## src/rtl/sat_engine_pkg.sv

```systemverilog
// Shared types and constants for the Sat Engine backtrack controller.
// Holds the findflag chain encodings and the backtrack-search FSM state type.
package sat_engine_pkg;

    localparam logic [1:0] FIND_NONE = 2'd0;
    localparam logic [1:0] FIND_HIT  = 2'd1;
    localparam logic [1:0] FIND_PAST = 2'd2;

    typedef enum logic [2:0] {
        ST_IDLE,
        ST_SEED,
        ST_WAIT,
        ST_DECODE,
        ST_APPLY,
        ST_FIN
    } bkt_state_t;

endpackage

```

## src/rtl/onehot8_enc.sv

```systemverilog
// 8-bit one-hot to 3-bit index encoder.
// A vector that is not one-hot encodes its highest set bit, with onehot_ok low.
module onehot8_enc (
    input  logic [7:0] vec,
    output logic [2:0] idx,
    output logic       onehot_ok
);

    always_comb begin
        idx = '0;
        // Ascending scan: the last set bit seen, i.e. the highest, wins.
        for (int unsigned i = 0; i < 8; i++) begin
            if (vec[i]) begin
                idx = 3'(i);
            end
        end
        onehot_ok = (vec != '0) && ((vec & (vec - 8'd1)) == '0);
    end

endmodule

```

## src/rtl/bkt_lvl_finder.sv

```systemverilog
// Backtrack-level search controller beside the 8-level state array.
// Seeds the findflag chain, waits for it to settle, decodes the hit and pulses apply.
import sat_engine_pkg::*;

module bkt_lvl_finder #(
    parameter int NUM_LVLS   = 8,
    parameter int WIDTH_LVL  = 16,
    parameter int WIDTH_BIN  = 10,
    parameter int SETTLE_CYC = 2
) (
    input  logic                 clk,
    input  logic                 rst,
    input  logic                 start_i,
    input  logic [WIDTH_LVL-1:0] max_lvl_i,
    input  logic [WIDTH_LVL-1:0] base_lvl_i,
    output logic [1:0]           findflag_o,
    output logic [WIDTH_LVL-1:0] max_lvl_o,
    input  logic [1:0]           findflag_i,
    input  logic [7:0]           findindex_i,
    input  logic [WIDTH_BIN-1:0] bkt_bin_i,
    output logic                 apply_bkt_o,
    output logic [WIDTH_LVL-1:0] bkt_lvl_o,
    output logic [WIDTH_BIN-1:0] bkt_bin_o,
    output logic                 busy_o,
    output logic                 done_o,
    output logic                 bkt_none_o,
    output logic                 err_o
);

    localparam int CW = (SETTLE_CYC > 2) ? $clog2(SETTLE_CYC) : 1;
    localparam logic [7:0] SLOT_MASK = 8'((1 << NUM_LVLS) - 1);

    bkt_state_t           state;
    bkt_state_t           state_nx;
    logic [CW-1:0]        cnt;
    logic [WIDTH_LVL-1:0] base_q;
    logic                 none_q;

    logic                 accept;
    logic                 early_none;
    logic                 hit;
    logic                 hit_valid;
    logic [7:0]           slots;
    logic [2:0]           idx;
    logic                 onehot_ok;

    logic                 take_hit;
    logic                 miss_none;
    logic                 set_err;
    logic                 fire_apply;
    logic                 finish;

    // The chain seed is always "searching"; the array only looks at it while max_lvl_o is live.
    assign findflag_o = FIND_NONE;

    // done_o is registered, so the IDLE cycle it occupies must not accept a new start.
    assign accept     = (state == ST_IDLE) && start_i && !done_o;
    assign early_none = (max_lvl_i == '0) || (max_lvl_i < base_lvl_i);
    assign hit        = (findflag_i == FIND_HIT) || (findflag_i == FIND_PAST);
    assign slots      = findindex_i & SLOT_MASK;
    assign hit_valid  = hit && (slots != '0);

    onehot8_enc u_enc (
        .vec       (slots),
        .idx       (idx),
        .onehot_ok (onehot_ok)
    );

    always_ff @(posedge clk or posedge rst) begin
        if (rst) begin
            state <= ST_IDLE;
        end else begin
            state <= state_nx;
        end
    end

    always_comb begin
        state_nx = state;
        case (state)
            ST_IDLE: begin
                if (accept) begin
                    state_nx = early_none ? ST_FIN : ST_SEED;
                end
            end
            // SEED counts as the first settle cycle, so WAIT spans SETTLE_CYC-1 cycles.
            ST_SEED:   state_nx = (SETTLE_CYC <= 1) ? ST_DECODE : ST_WAIT;
            ST_WAIT: begin
                if (cnt <= CW'(1)) begin
                    state_nx = ST_DECODE;
                end
            end
            ST_DECODE: state_nx = hit_valid ? ST_APPLY : ST_FIN;
            ST_APPLY:  state_nx = ST_FIN;
            ST_FIN:    state_nx = ST_IDLE;
            default:   state_nx = ST_IDLE;
        endcase
    end

    always_comb begin
        take_hit   = 1'b0;
        miss_none  = 1'b0;
        set_err    = 1'b0;
        fire_apply = 1'b0;
        finish     = 1'b0;
        case (state)
            ST_DECODE: begin
                take_hit  = hit_valid;
                miss_none = !hit_valid;
                set_err   = hit && !onehot_ok;
            end
            ST_APPLY: fire_apply = 1'b1;
            ST_FIN:   finish     = 1'b1;
            default: ;
        endcase
    end

    always_ff @(posedge clk or posedge rst) begin
        if (rst) begin
            cnt <= '0;
        end else if (state == ST_SEED) begin
            cnt <= CW'(SETTLE_CYC - 1);
        end else if (state == ST_WAIT) begin
            cnt <= cnt - CW'(1);
        end
    end

    always_ff @(posedge clk or posedge rst) begin
        if (rst) begin
            base_q      <= '0;
            none_q      <= 1'b0;
            max_lvl_o   <= '0;
            apply_bkt_o <= 1'b0;
            bkt_lvl_o   <= '0;
            bkt_bin_o   <= '0;
            busy_o      <= 1'b0;
            done_o      <= 1'b0;
            bkt_none_o  <= 1'b0;
            err_o       <= 1'b0;
        end else begin
            apply_bkt_o <= fire_apply;
            done_o      <= finish;
            bkt_none_o  <= finish && none_q;
            if (accept) begin
                base_q <= base_lvl_i;
                none_q <= early_none;
                busy_o <= 1'b1;
                err_o  <= 1'b0;
                if (!early_none) begin
                    max_lvl_o <= max_lvl_i;
                end
            end
            if (miss_none) begin
                none_q <= 1'b1;
            end
            if (take_hit) begin
                bkt_lvl_o <= base_q + WIDTH_LVL'(idx);
                bkt_bin_o <= bkt_bin_i;
            end
            if (set_err) begin
                err_o <= 1'b1;
            end
            if (finish) begin
                busy_o    <= 1'b0;
                max_lvl_o <= '0;
            end
        end
    end

endmodule

```

## config.mk

```make
export PLATFORM = sky130hd
export DESIGN_NAME = bkt_lvl_finder
export DESIGN_NICKNAME = d
export VERILOG_FILES = /design/src/rtl/sat_engine_pkg.sv /design/src/rtl/onehot8_enc.sv /design/src/rtl/bkt_lvl_finder.sv
export SDC_FILE = /design/constraint.sdc
export NUM_CORES = 1
export LEC_CHECK = 0
export CORE_MARGIN = 2
export CORE_UTILIZATION = 47
export CTS_CLUSTER_DIAMETER = 100
export DETAILED_ROUTE_END_ITERATION = 10
export HOLD_SLACK_MARGIN = 0.06
export PLACE_DENSITY = 0.88
export SLEW_MARGIN = 0
export SYNTH_ARGS = -nofsm -noshare
export SYNTH_HDL_FRONTEND = slang
export SYNTH_SLANG_ARGS = --single-unit
```

## constraint.sdc

```tcl
create_clock -name clk -period 2.8 [get_ports clk]
set_input_delay 0.42 -clock clk [delete_from_list [all_inputs] [get_ports clk]]
set_output_delay 0.42 -clock clk [all_outputs]
set_load 0.005 [all_outputs]
```

==> impl_metrics.xml, run 1 <==
<?xml version="1.0" encoding="UTF-8"?>
<metrics>
  <group name="run_status">
    <metric name="status" unit="">finished, final reports clean</metric>
  </group>
  <group name="synthesis">
    <metric name="ys_top_cells_by_area" unit="">dfrtp_1 (49%), ha_1 (6.5%), nand2_1 (4.8%), mux2_2 (4.3%), inv_1 (3.8%)</metric>
    <metric name="ys_types" unit="">48</metric>
    <metric name="yosys.area.top_type" unit="">dfrtp_1</metric>
    <metric name="synth-seq-cells" unit="">67</metric>
    <metric name="synth_flop_cell" unit="">dfrtp_1</metric>
    <metric name="syn_avg_cell_area" unit="µm²">9.84</metric>
    <metric name="post_synth_inst_count" unit="">350</metric>
    <metric name="yosys_warnings" unit="">0</metric>
    <metric name="synth_top_cell_area_share" unit="">0.487</metric>
    <metric name="synth-async-reset-ratio" unit="">1.00</metric>
    <metric name="syn_area" unit="µm²">3440</metric>
    <metric name="synth_seq_area_share" unit="">0.487</metric>
    <metric name="synth-edff-count" unit="">0</metric>
  </group>
  <group name="cts">
    <metric name="worstSkewPairLatency" unit="ps">340</metric>
    <metric name="numClockSinks" unit="">67</metric>
    <metric name="cts-buffers-inserted" unit="">9</metric>
    <metric name="clock_tree.root_cell" unit="">clkbuf_8</metric>
    <metric name="post-cts-setup-buffers" unit="">0</metric>
    <metric name="max-clock-path-buffers" unit="">2</metric>
    <metric name="cts.clk_slew.worst_paths" unit="ps">70</metric>
    <metric name="cts_resized" unit="">0</metric>
    <metric name="cts_tree" unit="">done</metric>
    <metric name="cts_htree_levels" unit="">3</metric>
    <metric name="hold_buf_cts" unit="">0</metric>
  </group>
  <group name="layout">
    <metric name="antenna-diode-count" unit="">0</metric>
    <metric name="multi_input_logic_area" unit="µm²">1570</metric>
    <metric name="post_layout_net_count" unit="">530</metric>
    <metric name="nFillCells" unit="">558</metric>
    <metric name="fin_util" unit="">0.665</metric>
    <metric name="seq_area" unit="µm²">1680</metric>
    <metric name="stdcell_count" unit="">560</metric>
    <metric name="synthToLayoutAreaGrowth" unit="%">38.6</metric>
    <metric name="drive_above_1_share" unit="">0.0954</metric>
    <metric name="final_design_area_no_fill" unit="µm²">4770</metric>
  </group>
  <group name="routing">
    <metric name="avgViaCountPerCell" unit="">5.05</metric>
    <metric name="detail_route.first_pass.iterations" unit="">5</metric>
    <metric name="drt_first_iter_violations" unit="">105</metric>
    <metric name="remaining_drc_errors" unit="">0</metric>
    <metric name="routed_wire_length_per_instance" unit="µm">14.6</metric>
    <metric name="via_count" unit="">2829</metric>
    <metric name="routed_wirelength" unit="µm">8180</metric>
    <metric name="postRouteAntennaNets" unit="">0</metric>
  </group>
  <group name="die">
    <metric name="floorplan.core_area" unit="µm²">7180</metric>
    <metric name="die-height" unit="µm">89.6</metric>
    <metric name="site_row_count" unit="">31</metric>
    <metric name="fp.dieArea" unit="µm²">8030</metric>
    <metric name="floorplan.io_pins" unit="">104</metric>
    <metric name="initial_core_util" unit="">0.480</metric>
    <metric name="floorplan.die.width" unit="µm">89.6</metric>
  </group>
  <group name="placed_design">
    <metric name="placedInstanceArea" unit="µm²">4590</metric>
    <metric name="dp.final_hpwl" unit="µm">6230</metric>
    <metric name="gp_routability_congestion" unit="">0.863</metric>
    <metric name="placed_cells_incl_taps" unit="">544</metric>
    <metric name="port-buffer-count" unit="">101</metric>
  </group>
  <group name="sta">
    <metric name="slew_viol_final" unit="">0</metric>
    <metric name="rsz_0062_raised_after_global_routing" unit="">false</metric>
    <metric name="tightestPinTransition" unit="ps">828</metric>
    <metric name="worst_slew_margin_rel" unit="">0.448</metric>
    <metric name="report.final.setup_viol" unit="">0</metric>
    <metric name="period_needed" unit="ps">2480</metric>
    <metric name="final.period_utilization" unit="">0.887</metric>
    <metric name="max_freq" unit="GHz">0.403</metric>
    <metric name="finalHoldViolCount" unit="">0</metric>
    <metric name="worst_clock_skew" unit="ps">6.74</metric>
  </group>
  <group name="global_route">
    <metric name="first_pass_grt_wire_length" unit="µm">13300</metric>
    <metric name="groute.usage.overall" unit="">0.221</metric>
    <metric name="grt_start_max_net_pins" unit="">41</metric>
    <metric name="grt_antenna_before_repair" unit="">0</metric>
    <metric name="vias_in_the_first_global_route" unit="">2911</metric>
    <metric name="grt_remaining_overflow" unit="">0</metric>
  </group>
  <group name="pwr">
    <metric name="pwr_dens" unit="nW/µm²">904</metric>
    <metric name="total_leakage_power" unit="nW">2.24</metric>
    <metric name="post-layout-total-power" unit="W">0.00432</metric>
    <metric name="vdd_ir_drop_max" unit="mV">0.398</metric>
  </group>
  <group name="setup_path">
    <metric name="crit_path_end_kind" unit="">flip-flop</metric>
    <metric name="depth_of_the_worst_register_to_register_path" unit="">5</metric>
    <metric name="timing.critical_path.arrival" unit="ps">2710</metric>
    <metric name="setup.worst_path.class" unit="">in2reg</metric>
    <metric name="start_kind" unit="">input port</metric>
    <metric name="critPathMaxFanout" unit="">6</metric>
    <metric name="worstPathRequired" unit="ps">3020</metric>
  </group>
  <group name="min_path">
    <metric name="min-delay-path-class" unit="">in2async</metric>
  </group>
  <group name="job">
    <metric name="cap_viol_max_count" unit="">0</metric>
  </group>
</metrics>
[cells by family after synthesis]
kind of cell / after synthesis / synth area share
DFF: 67 / 0.487
buffers and inverters: 49 / 0.0585
other: 1 / 0.00109
and+or+nand+nor: 112 / 0.160
xor gates and xnor gates: 17 / 0.0432
muxes: 26 / 0.0803
AOI/OAI and AO/OA: 58 / 0.0956
adders and majority gates: 20 / 0.0741
[synth_stat cells, types with 3 or more instances]
master	instances
or3_1	3
nand3_1	5
mux2_2	13
inv_1	35
a31o_2	3
xnor2_1	5
clkbuf_1	8
dfrtp_1	67
and3_1	4
nand2_1	44
o21ai_0	21
nor4_1	4
nand4_1	6
a21oi_1	25
ha_1	18
mux2i_1	13
nor2_1	29
xor2_1	12
[power breakdown]
part	leakage, nW	internal (W)	total (W)	switching (W)
combinational	1.33	0.00109	0.00181	0.000726
sequential	0.827	0.00144	0.00177	0.000335
clock	0.0884	0.000367	0.000727	0.000361
total	2.24	0.00289	0.00432	0.00142
[area by class of cell]
| type | instances | area share |
|---|---|---|
| clock buffer | 12 | 0.0325 |
| clock inverter | 4 | 0.00524 |
| tap | 99 | 0.0260 |
| inverter | 35 | 0.0275 |
| sequential | 67 | 0.351 |
| multi-input combinational | 235 | 0.329 |
| timing repair buffer | 108 | 0.228 |
[per-layer routing]
layer / global-route usage / vias to the layer above / share of wire
li1: - / 1392 / -
met1: 0.274 / 1327 / 0.42
met2: 0.376 / 100 / 0.50
met3: 0.0411 / 10 / 0.062
met4: 0.102 / 0 / 0.016
met5: 0 / - / 0
[cell usage in the layout, fill, tap and decap left out, types with 2 or more instances in the layout]
master / netlist / routed
o21ai_0: 21 / 21
or3_1: 3 / 3
mux2i_1: 13 / 13
buf_4: 2 / 5
nor2_1: 29 / 28
dfrtp_1: 67 / 67
clkbuf_8: 0 / 11
clkinvlp_4: 0 / 2
inv_1: 35 / 34
xor2_1: 12 / 12
clkinv_2: 0 / 2
mux2_2: 13 / 13
buf_12: 0 / 2
and3_1: 4 / 4
a31o_2: 3 / 3
nand2b_1: 2 / 2
and4_1: 2 / 2
clkdlybuf4s50_1: 0 / 101
a21oi_1: 25 / 25
nand2_1: 44 / 44
xnor2_1: 5 / 5
nand3_1: 5 / 5
ha_1: 18 / 18
nand4_1: 6 / 6
nor2b_1: 2 / 2
nor4_1: 4 / 4
conb_1: 1 / 2
[sequential cells by signal, summed over array words and instances (netlist names)]
signal,flops
done_o,1
err_o,1
bkt_none_o,1
max_lvl_o,16
apply_bkt_o,1
state,3
bkt_bin_o,10
busy_o,1
bkt_lvl_o,16
none_q,1
base_q,16
[stage by stage]
step	hold slack, ps	setup TNS, ps	worst slack, ps
after CTS	463	0	347
after global placement	475	0	65.5
after detailed placement	474	-279	-28.5
final	462	0	316
after floorplan	452	0	616
after global routing	496	0	105
[path summary, 6_finish.rpt]
path	startpoint	endpoint	slack, ps
setup reg to reg	state[2]	bkt_lvl_o[8]	560
max in group asynchronous	rst	max_lvl_o[5]	1720
hold / removal	rst	bkt_bin_o[0]	460
min in group clk	base_q[2]	base_q[2]	490
hold reg to reg	base_q[2]	base_q[2]	490
setup / recovery	findindex_i[2]	bkt_lvl_o[14]	320
[critical path, stage by stage]
cell and delay, ps:
clkdlybuf4s50_1 560, inv_1 60, a21oi_1 140, nor2_1 50
nor2_1 90, o21bai_1 80, ha_1 220, fa_1 410
a21oi_1 160, nor2b_1 130, nand3_1 140, xor2_1 170
a21oi_1 80
Power figures use the tool's default switching activity.
==> run 2, diff against run 1 <==
- CORE_UTILIZATION: 47 -> 50
- DONT_BUFFER_PORTS: unset -> 1
- PLACE_DENSITY: 0.88 -> 0.73
- TNS_END_PERCENT: unset -> 30
==> run 2 against run 1 <==
Via count fell by 15%. Setup slack improved by 300 ps. Register-to-register slack improved by 60 ps. Clock skew rose by 1.5 ps. First-iteration DRC count fell by 5.7%. Cell count fell by 22%. Cell area fell by 23%. Die area fell by 5.7%. Sequential power rose by 5%. Utilization fell by 12 points.
==> impl_metrics.xml, run 2 (same netlist as run 1, synthesis figures left out) <==
<?xml version="1.0" encoding="UTF-8"?>
<metrics>
  <group name="run_status">
    <metric name="status" unit="">finished, final reports clean</metric>
  </group>
  <group name="routing">
    <metric name="via_count" unit="">2405</metric>
    <metric name="dr.max_layer_used" unit="">met4</metric>
    <metric name="met1Wirelength" unit="µm">2870</metric>
    <metric name="detail_route.first_pass.iterations" unit="">4</metric>
    <metric name="drt_first_iter_violations" unit="">99</metric>
    <metric name="met2_wirelength_from_detailed_routing" unit="µm">3300</metric>
    <metric name="remaining_drc_errors" unit="">0</metric>
    <metric name="met3_wire_len" unit="µm">838</metric>
    <metric name="routed_wirelength" unit="µm">7080</metric>
    <metric name="postRouteAntennaNets" unit="">0</metric>
    <metric name="routed_wire_length_per_instance" unit="µm">16.3</metric>
    <metric name="avgViaCountPerCell" unit="">5.53</metric>
  </group>
  <group name="sta">
    <metric name="worst_slew_margin_rel" unit="">0.419</metric>
    <metric name="final.setup.tns" unit="ps">0</metric>
    <metric name="max_freq" unit="GHz">0.459</metric>
    <metric name="report.final.setup_viol" unit="">0</metric>
    <metric name="worst_clock_skew" unit="ps">8.24</metric>
    <metric name="final.period_utilization" unit="">0.779</metric>
    <metric name="period_needed" unit="ps">2180</metric>
    <metric name="rsz_0062_raised_after_global_routing" unit="">false</metric>
    <metric name="fin_worst_hold_slack" unit="ps">76.0</metric>
    <metric name="slew_viol_final" unit="">0</metric>
    <metric name="tightestPinTransition" unit="ps">871</metric>
    <metric name="finalHoldViolCount" unit="">0</metric>
  </group>
  <group name="setup_path">
    <metric name="regToRegSetupSlack" unit="ps">620</metric>
    <metric name="crit-reg2reg-launch" unit="">state[2]</metric>
    <metric name="crit_path_end_kind" unit="">flip-flop</metric>
    <metric name="worstReg2RegEnd" unit="">bkt_lvl_o[7]</metric>
    <metric name="worstPathRequired" unit="ps">3060</metric>
    <metric name="timing.critical_path.arrival" unit="ps">2440</metric>
    <metric name="setup.worst_path.class" unit="">reg2reg</metric>
    <metric name="start_kind" unit="">flip-flop</metric>
    <metric name="timing.critical_path.slowest_stage_cell" unit="">nor2_2</metric>
    <metric name="cp_slowest_stage_delay" unit="ps">590</metric>
    <metric name="critPathMaxFanout" unit="">25</metric>
    <metric name="cp_cell_sequence" unit="">or3_1, nor2_2, buf_4, nor2_1, a21oi_1</metric>
    <metric name="depth_of_the_worst_register_to_register_path" unit="">5</metric>
  </group>
  <group name="min_path">
    <metric name="min-delay-path-class" unit="">in2async</metric>
  </group>
  <group name="pwr">
    <metric name="clock_power_share" unit="">0.190</metric>
    <metric name="register_share_of_total_power" unit="">0.530</metric>
    <metric name="p_switching" unit="W">0.00127</metric>
    <metric name="pwr-share-comb" unit="">0.280</metric>
    <metric name="p_int" unit="W">0.00224</metric>
    <metric name="total_leakage_power" unit="nW">1.82</metric>
    <metric name="pwr_dens" unit="nW/µm²">959</metric>
    <metric name="sw_frac_of_total" unit="">0.362</metric>
    <metric name="vdd_ir_drop_max" unit="mV">0.549</metric>
  </group>
  <group name="layout">
    <metric name="antenna-diode-count" unit="">0</metric>
    <metric name="reg_top3" unit="">base_q: 16 flops, bkt_lvl_o: 16 flops, max_lvl_o: 16 flops</metric>
    <metric name="synthToLayoutAreaGrowth" unit="%">6.36</metric>
    <metric name="post_layout_net_count" unit="">425</metric>
    <metric name="final_design_area_no_fill" unit="µm²">3660</metric>
    <metric name="fin_util" unit="">0.545</metric>
    <metric name="layout.cells.most_common" unit="">dfrtp_1</metric>
    <metric name="layout_common_cells" unit="">dfrtp_1 (67), nand2_1 (44), inv_1 (34)</metric>
    <metric name="stdcell_count" unit="">435</metric>
    <metric name="drive_above_1_share" unit="">0.107</metric>
  </group>
  <group name="placed_design">
    <metric name="port-buffer-count" unit="">0</metric>
    <metric name="placedInstanceArea" unit="µm²">3500</metric>
    <metric name="dp.final_hpwl" unit="µm">5500</metric>
    <metric name="placed_cells_incl_taps" unit="">420</metric>
    <metric name="gp_routability_congestion" unit="">0.828</metric>
  </group>
  <group name="die">
    <metric name="site_row_count" unit="">30</metric>
    <metric name="floorplan.die.width" unit="µm">87.0</metric>
    <metric name="floorplan.core_area" unit="µm²">6720</metric>
    <metric name="fp.dieArea" unit="µm²">7570</metric>
    <metric name="die-height" unit="µm">87.0</metric>
    <metric name="floorplan.io_pins" unit="">104</metric>
    <metric name="initial_core_util" unit="">0.512</metric>
  </group>
  <group name="global_route">
    <metric name="first_pass_grt_wire_length" unit="µm">11200</metric>
    <metric name="grt_start_max_net_pins" unit="">36</metric>
    <metric name="groute.usage.overall" unit="">0.195</metric>
    <metric name="vias_in_the_first_global_route" unit="">2406</metric>
    <metric name="grt_antenna_before_repair" unit="">0</metric>
    <metric name="grt_remaining_overflow" unit="">0</metric>
  </group>
  <group name="cts">
    <metric name="cts-buffers-inserted" unit="">9</metric>
    <metric name="clock_tree.root_cell" unit="">clkbuf_8</metric>
    <metric name="cts_tree" unit="">done</metric>
    <metric name="hold_buf_cts" unit="">0</metric>
    <metric name="numClockSinks" unit="">67</metric>
    <metric name="cts_htree_levels" unit="">3</metric>
    <metric name="max-clock-path-buffers" unit="">2</metric>
    <metric name="worstSkewPairLatency" unit="ps">340</metric>
    <metric name="cts.clk_slew.worst_paths" unit="ps">60</metric>
    <metric name="cts_resized" unit="">0</metric>
    <metric name="post-cts-setup-buffers" unit="">0</metric>
  </group>
  <group name="job">
    <metric name="cap_viol_max_count" unit="">0</metric>
  </group>
</metrics>
[run 2: cell types whose count changed in the layout (fill, tap and decap cells not counted)]
cell / before / now
clkinv_2: 2 / 3
clkbuf_1: 1 / 2
clkbuf_8: 11 / 10
clkinvlp_4: 2 / 0
clkdlybuf4s50_1: 101 / 0
buf_12: 2 / 0
buf_4: 5 / 3
[run 2: worst max-delay path by stage]
stage	end	slack (ps)	startpoint	depth (start not counted)
after floorplan	max_lvl_o[0]	620	base_lvl_i[15]	9
after global placement	max_lvl_o[11]	400	base_lvl_i[15]	8
after detailed placement	max_lvl_o[11]	290	base_lvl_i[15]	8
after CTS	bkt_lvl_o[5]	590	state[2]	5
after global routing	bkt_lvl_o[9]	370	state[2]	5
final	bkt_lvl_o[7]	620	state[2]	5
[run 2: routing by layer]
metal	vias to the layer above	GRT usage
li1	1173	-
met1	1118	0.222
met2	108	0.315
met3	6	0.103
met4	0	0.0639
met5	-	0
[run 2: layout make-up]
cell class | instances | area, µm²
fill | 618 | 3060
tap | 80 | 100
timing repair buffer | 3 | 22.5
inverter | 35 | 131
multi-input combinational | 235 | 1570
clock buffer | 12 | 145
sequential | 67 | 1680
clock inverter | 3 | 15.0
[run 2: critical path, delay by kind of cell, from the launching register on]
kind	cells	cell delay [ps]
AND/OR/NAND/NOR	3	1130
flip-flops	1	490
buffers and inverters	1	370
AO/OA/AOI/OAI	1	110
[run 2: power groups by stage]
stage / Sequential, W / Clock [W] / Combinational, W
final: 0.00186 / 0.000668 / 0.000984
after global routing: 0.00193 / 0.000723 / 0.00115
after CTS: 0.00186 / 0.000696 / 0.00100
after detailed placement: 0.00188 / 0 / 0.00100
after global placement: 0.00186 / 0 / 0.000950
after floorplan: 0.00174 / 0 / 0.000862
[run 2: stage by stage]
stage	total power [W]	worst slack (ps)
4_1_cts	0.00356	586
6_report	0.00351	620
3_5_place_dp	0.00288	285
5_1_grt	0.00381	374
3_3_place_gp	0.00281	400
2_1_floorplan	0.00261	616
==> run 3, diff against run 2 <==
- clock period: 2.8 -> 2.04 ns (I/O delays scaled with it)
==> run 3 against run 2 <==
Sequential power up 35%. Global-route usage grew 0.67 points. Utilization rose by 1.8 points. Setup slack got worse by 380 ps. Sequential share of layout area is 1.5 points lower. Largest cell class unchanged. Highest routed layer unchanged.
==> impl_metrics.xml, run 3 (same netlist as run 1, synthesis figures left out) <==
<?xml version="1.0" encoding="UTF-8"?>
<metrics>
  <group name="run_status">
    <metric name="status" unit="">finished, final reports clean</metric>
  </group>
  <group name="global_route">
    <metric name="groute.usage.overall" unit="">0.202</metric>
    <metric name="globalRouteMet1Util" unit="">0.233</metric>
    <metric name="first_pass_grt_wire_length" unit="µm">11600</metric>
    <metric name="grt.busiest_layer" unit="">met2</metric>
    <metric name="met3_usage" unit="">0.0938</metric>
    <metric name="grt_antenna_before_repair" unit="">0</metric>
    <metric name="grt_start_max_net_pins" unit="">41</metric>
    <metric name="groute.layer.met2.usage" unit="">0.320</metric>
    <metric name="grt_remaining_overflow" unit="">0</metric>
    <metric name="vias_in_the_first_global_route" unit="">2513</metric>
  </group>
  <group name="routing">
    <metric name="drt_first_iter_violations" unit="">104</metric>
    <metric name="postRouteAntennaNets" unit="">0</metric>
    <metric name="detail_route.first_pass.iterations" unit="">4</metric>
    <metric name="remaining_drc_errors" unit="">0</metric>
    <metric name="routed_wire_length_per_instance" unit="µm">16.0</metric>
    <metric name="avgViaCountPerCell" unit="">5.48</metric>
    <metric name="routed_wirelength" unit="µm">7130</metric>
    <metric name="via_count" unit="">2444</metric>
  </group>
  <group name="layout">
    <metric name="synthToLayoutAreaGrowth" unit="%">9.88</metric>
    <metric name="reg_top3" unit="">base_q: 16 flops, bkt_lvl_o: 16 flops, max_lvl_o: 16 flops</metric>
    <metric name="fin_util" unit="">0.563</metric>
    <metric name="layout_common_cells" unit="">dfrtp_1 (67), nand2_1 (44), inv_1 (34)</metric>
    <metric name="layout.cells.most_common" unit="">dfrtp_1</metric>
    <metric name="antenna-diode-count" unit="">0</metric>
    <metric name="stdcell_count" unit="">446</metric>
    <metric name="drive_above_1_share" unit="">0.134</metric>
    <metric name="post_layout_net_count" unit="">436</metric>
    <metric name="nFillCells" unit="">605</metric>
  </group>
  <group name="cts">
    <metric name="max-clock-path-buffers" unit="">2</metric>
    <metric name="worstSkewPairLatency" unit="ps">340</metric>
    <metric name="cts-buffers-inserted" unit="">9</metric>
    <metric name="cts.clk_slew.worst_paths" unit="ps">70</metric>
    <metric name="numClockSinks" unit="">67</metric>
    <metric name="cts_tree" unit="">done</metric>
    <metric name="post-cts-setup-buffers" unit="">0</metric>
    <metric name="clock_tree.root_cell" unit="">clkbuf_8</metric>
    <metric name="cts_resized" unit="">0</metric>
    <metric name="cts_htree_levels" unit="">3</metric>
    <metric name="hold_buf_cts" unit="">1</metric>
  </group>
  <group name="setup_path">
    <metric name="critPathMaxFanout" unit="">6</metric>
    <metric name="setup.worst_path.class" unit="">reg2reg</metric>
    <metric name="crit_path_end_kind" unit="">flip-flop</metric>
    <metric name="critPathMostFrequentCell" unit="">a21oi_1</metric>
    <metric name="start_kind" unit="">flip-flop</metric>
    <metric name="worstPathBufferInverterCount" unit="">1</metric>
    <metric name="worstPathRequired" unit="ps">2260</metric>
    <metric name="cp_slowest_stage_delay" unit="ps">420</metric>
    <metric name="cp_cell_sequence" unit="">ha_1, a21o_1, a21oi_1, nor2b_1, buf_4, nand2_1, xor2_1, a21oi_1</metric>
    <metric name="timing.critical_path.arrival" unit="ps">2020</metric>
    <metric name="cpLargestDelayFamily" unit="">compound AO/OA/AOI/OAI gates</metric>
    <metric name="timing.critical_path.slowest_stage_cell" unit="">dfrtp_1</metric>
  </group>
  <group name="die">
    <metric name="initial_core_util" unit="">0.512</metric>
    <metric name="floorplan.io_pins" unit="">104</metric>
    <metric name="die-height" unit="µm">87.0</metric>
    <metric name="fp.dieArea" unit="µm²">7570</metric>
    <metric name="floorplan.die.width" unit="µm">87.0</metric>
    <metric name="site_row_count" unit="">30</metric>
    <metric name="floorplan.core_area" unit="µm²">6720</metric>
  </group>
  <group name="placed_design">
    <metric name="placed_cells_incl_taps" unit="">430</metric>
    <metric name="preCtsSetupSlack" unit="ps">-84.9</metric>
    <metric name="dp.final_hpwl" unit="µm">5450</metric>
    <metric name="gp_routability_congestion" unit="">0.787</metric>
    <metric name="port-buffer-count" unit="">0</metric>
  </group>
  <group name="min_path">
    <metric name="min-delay-path-class" unit="">in2reg</metric>
  </group>
  <group name="sta">
    <metric name="fin_worst_hold_slack" unit="ps">84.4</metric>
    <metric name="worst_clock_skew" unit="ps">6.93</metric>
    <metric name="period_needed" unit="ps">1800</metric>
    <metric name="tightestPinTransition" unit="ps">686</metric>
    <metric name="setup_ws" unit="ps">242</metric>
    <metric name="max_freq" unit="GHz">0.556</metric>
    <metric name="worst_slew_margin_rel" unit="">0.542</metric>
    <metric name="slew_viol_final" unit="">0</metric>
    <metric name="final.period_utilization" unit="">0.881</metric>
    <metric name="finalHoldViolCount" unit="">0</metric>
    <metric name="rsz_0062_raised_after_global_routing" unit="">false</metric>
    <metric name="report.final.setup_viol" unit="">0</metric>
  </group>
  <group name="job">
    <metric name="cap_viol_max_count" unit="">0</metric>
  </group>
  <group name="pwr">
    <metric name="vdd_ir_drop_max" unit="mV">0.679</metric>
    <metric name="total_leakage_power" unit="nW">1.88</metric>
    <metric name="pwr_dens" unit="nW/µm²">1300</metric>
  </group>
</metrics>
[run 3: cell count changes in the layout (fill, tap and decap cells not counted)]
cell and change:
clkinvlp_4 +1, buf_4 +7, clkinv_4 +1, buf_12 +3, clkbuf_8 -1, clkbuf_1 -1, dlygate4sd3_1 +1
[run 3: worst paths after layout]
path                                 end  slack [ps]  cells after the start          from
max                        bkt_lvl_o[13]         240                      8     base_q[1]
min                         max_lvl_o[0]          80                      2  max_lvl_i[0]
max reg2reg                bkt_lvl_o[13]         240                      8     base_q[1]
min reg2reg                    base_q[2]         500                      2     base_q[2]
max in group asynchronous    apply_bkt_o         930                      3           rst
min in group asynchronous   bkt_bin_o[0]         490                      2           rst
[run 3: routing by layer]
metal  vias to the layer above  wire [µm]
li1                       1207          -
met1                      1117       2880
met2                       106       3270
met3                        14        831
met4                         0        154
met5                         -          0
[run 3: final cells by class]
type	count	area (µm²)	share of cell area
inverters	35	131	0.0347
clock buffers	10	128	0.0337
flip-flops and latches	67	1680	0.443
clock inverters	5	31.3	0.00827
multi-input cells	235	1570	0.415
well taps	80	100	0.0265
repair buffers	14	145	0.0384
[run 3: power by group]
part	internal [W]	leakage (nW)	switching [W]
registers	0.00198	0.827	0.000540
clock network	0.000429	0.0819	0.000485
logic	0.000724	0.973	0.000750
total	0.00313	1.88	0.00177
[run 3: through the flow]
| stage | total power [W] | setup TNS (ps) | area (µm²) |
|---|---|---|---|
| after CTS | 0.00497 | 0 | 3780 |
| after floorplan | 0.00358 | 0 | 3450 |
| after detailed placement | 0.00403 | -1460 | 3610 |
| after global routing | 0.00533 | 0 | 3780 |
| after global placement | 0.00393 | -334 | 3610 |
| final | 0.00491 | 0 | 3780 |
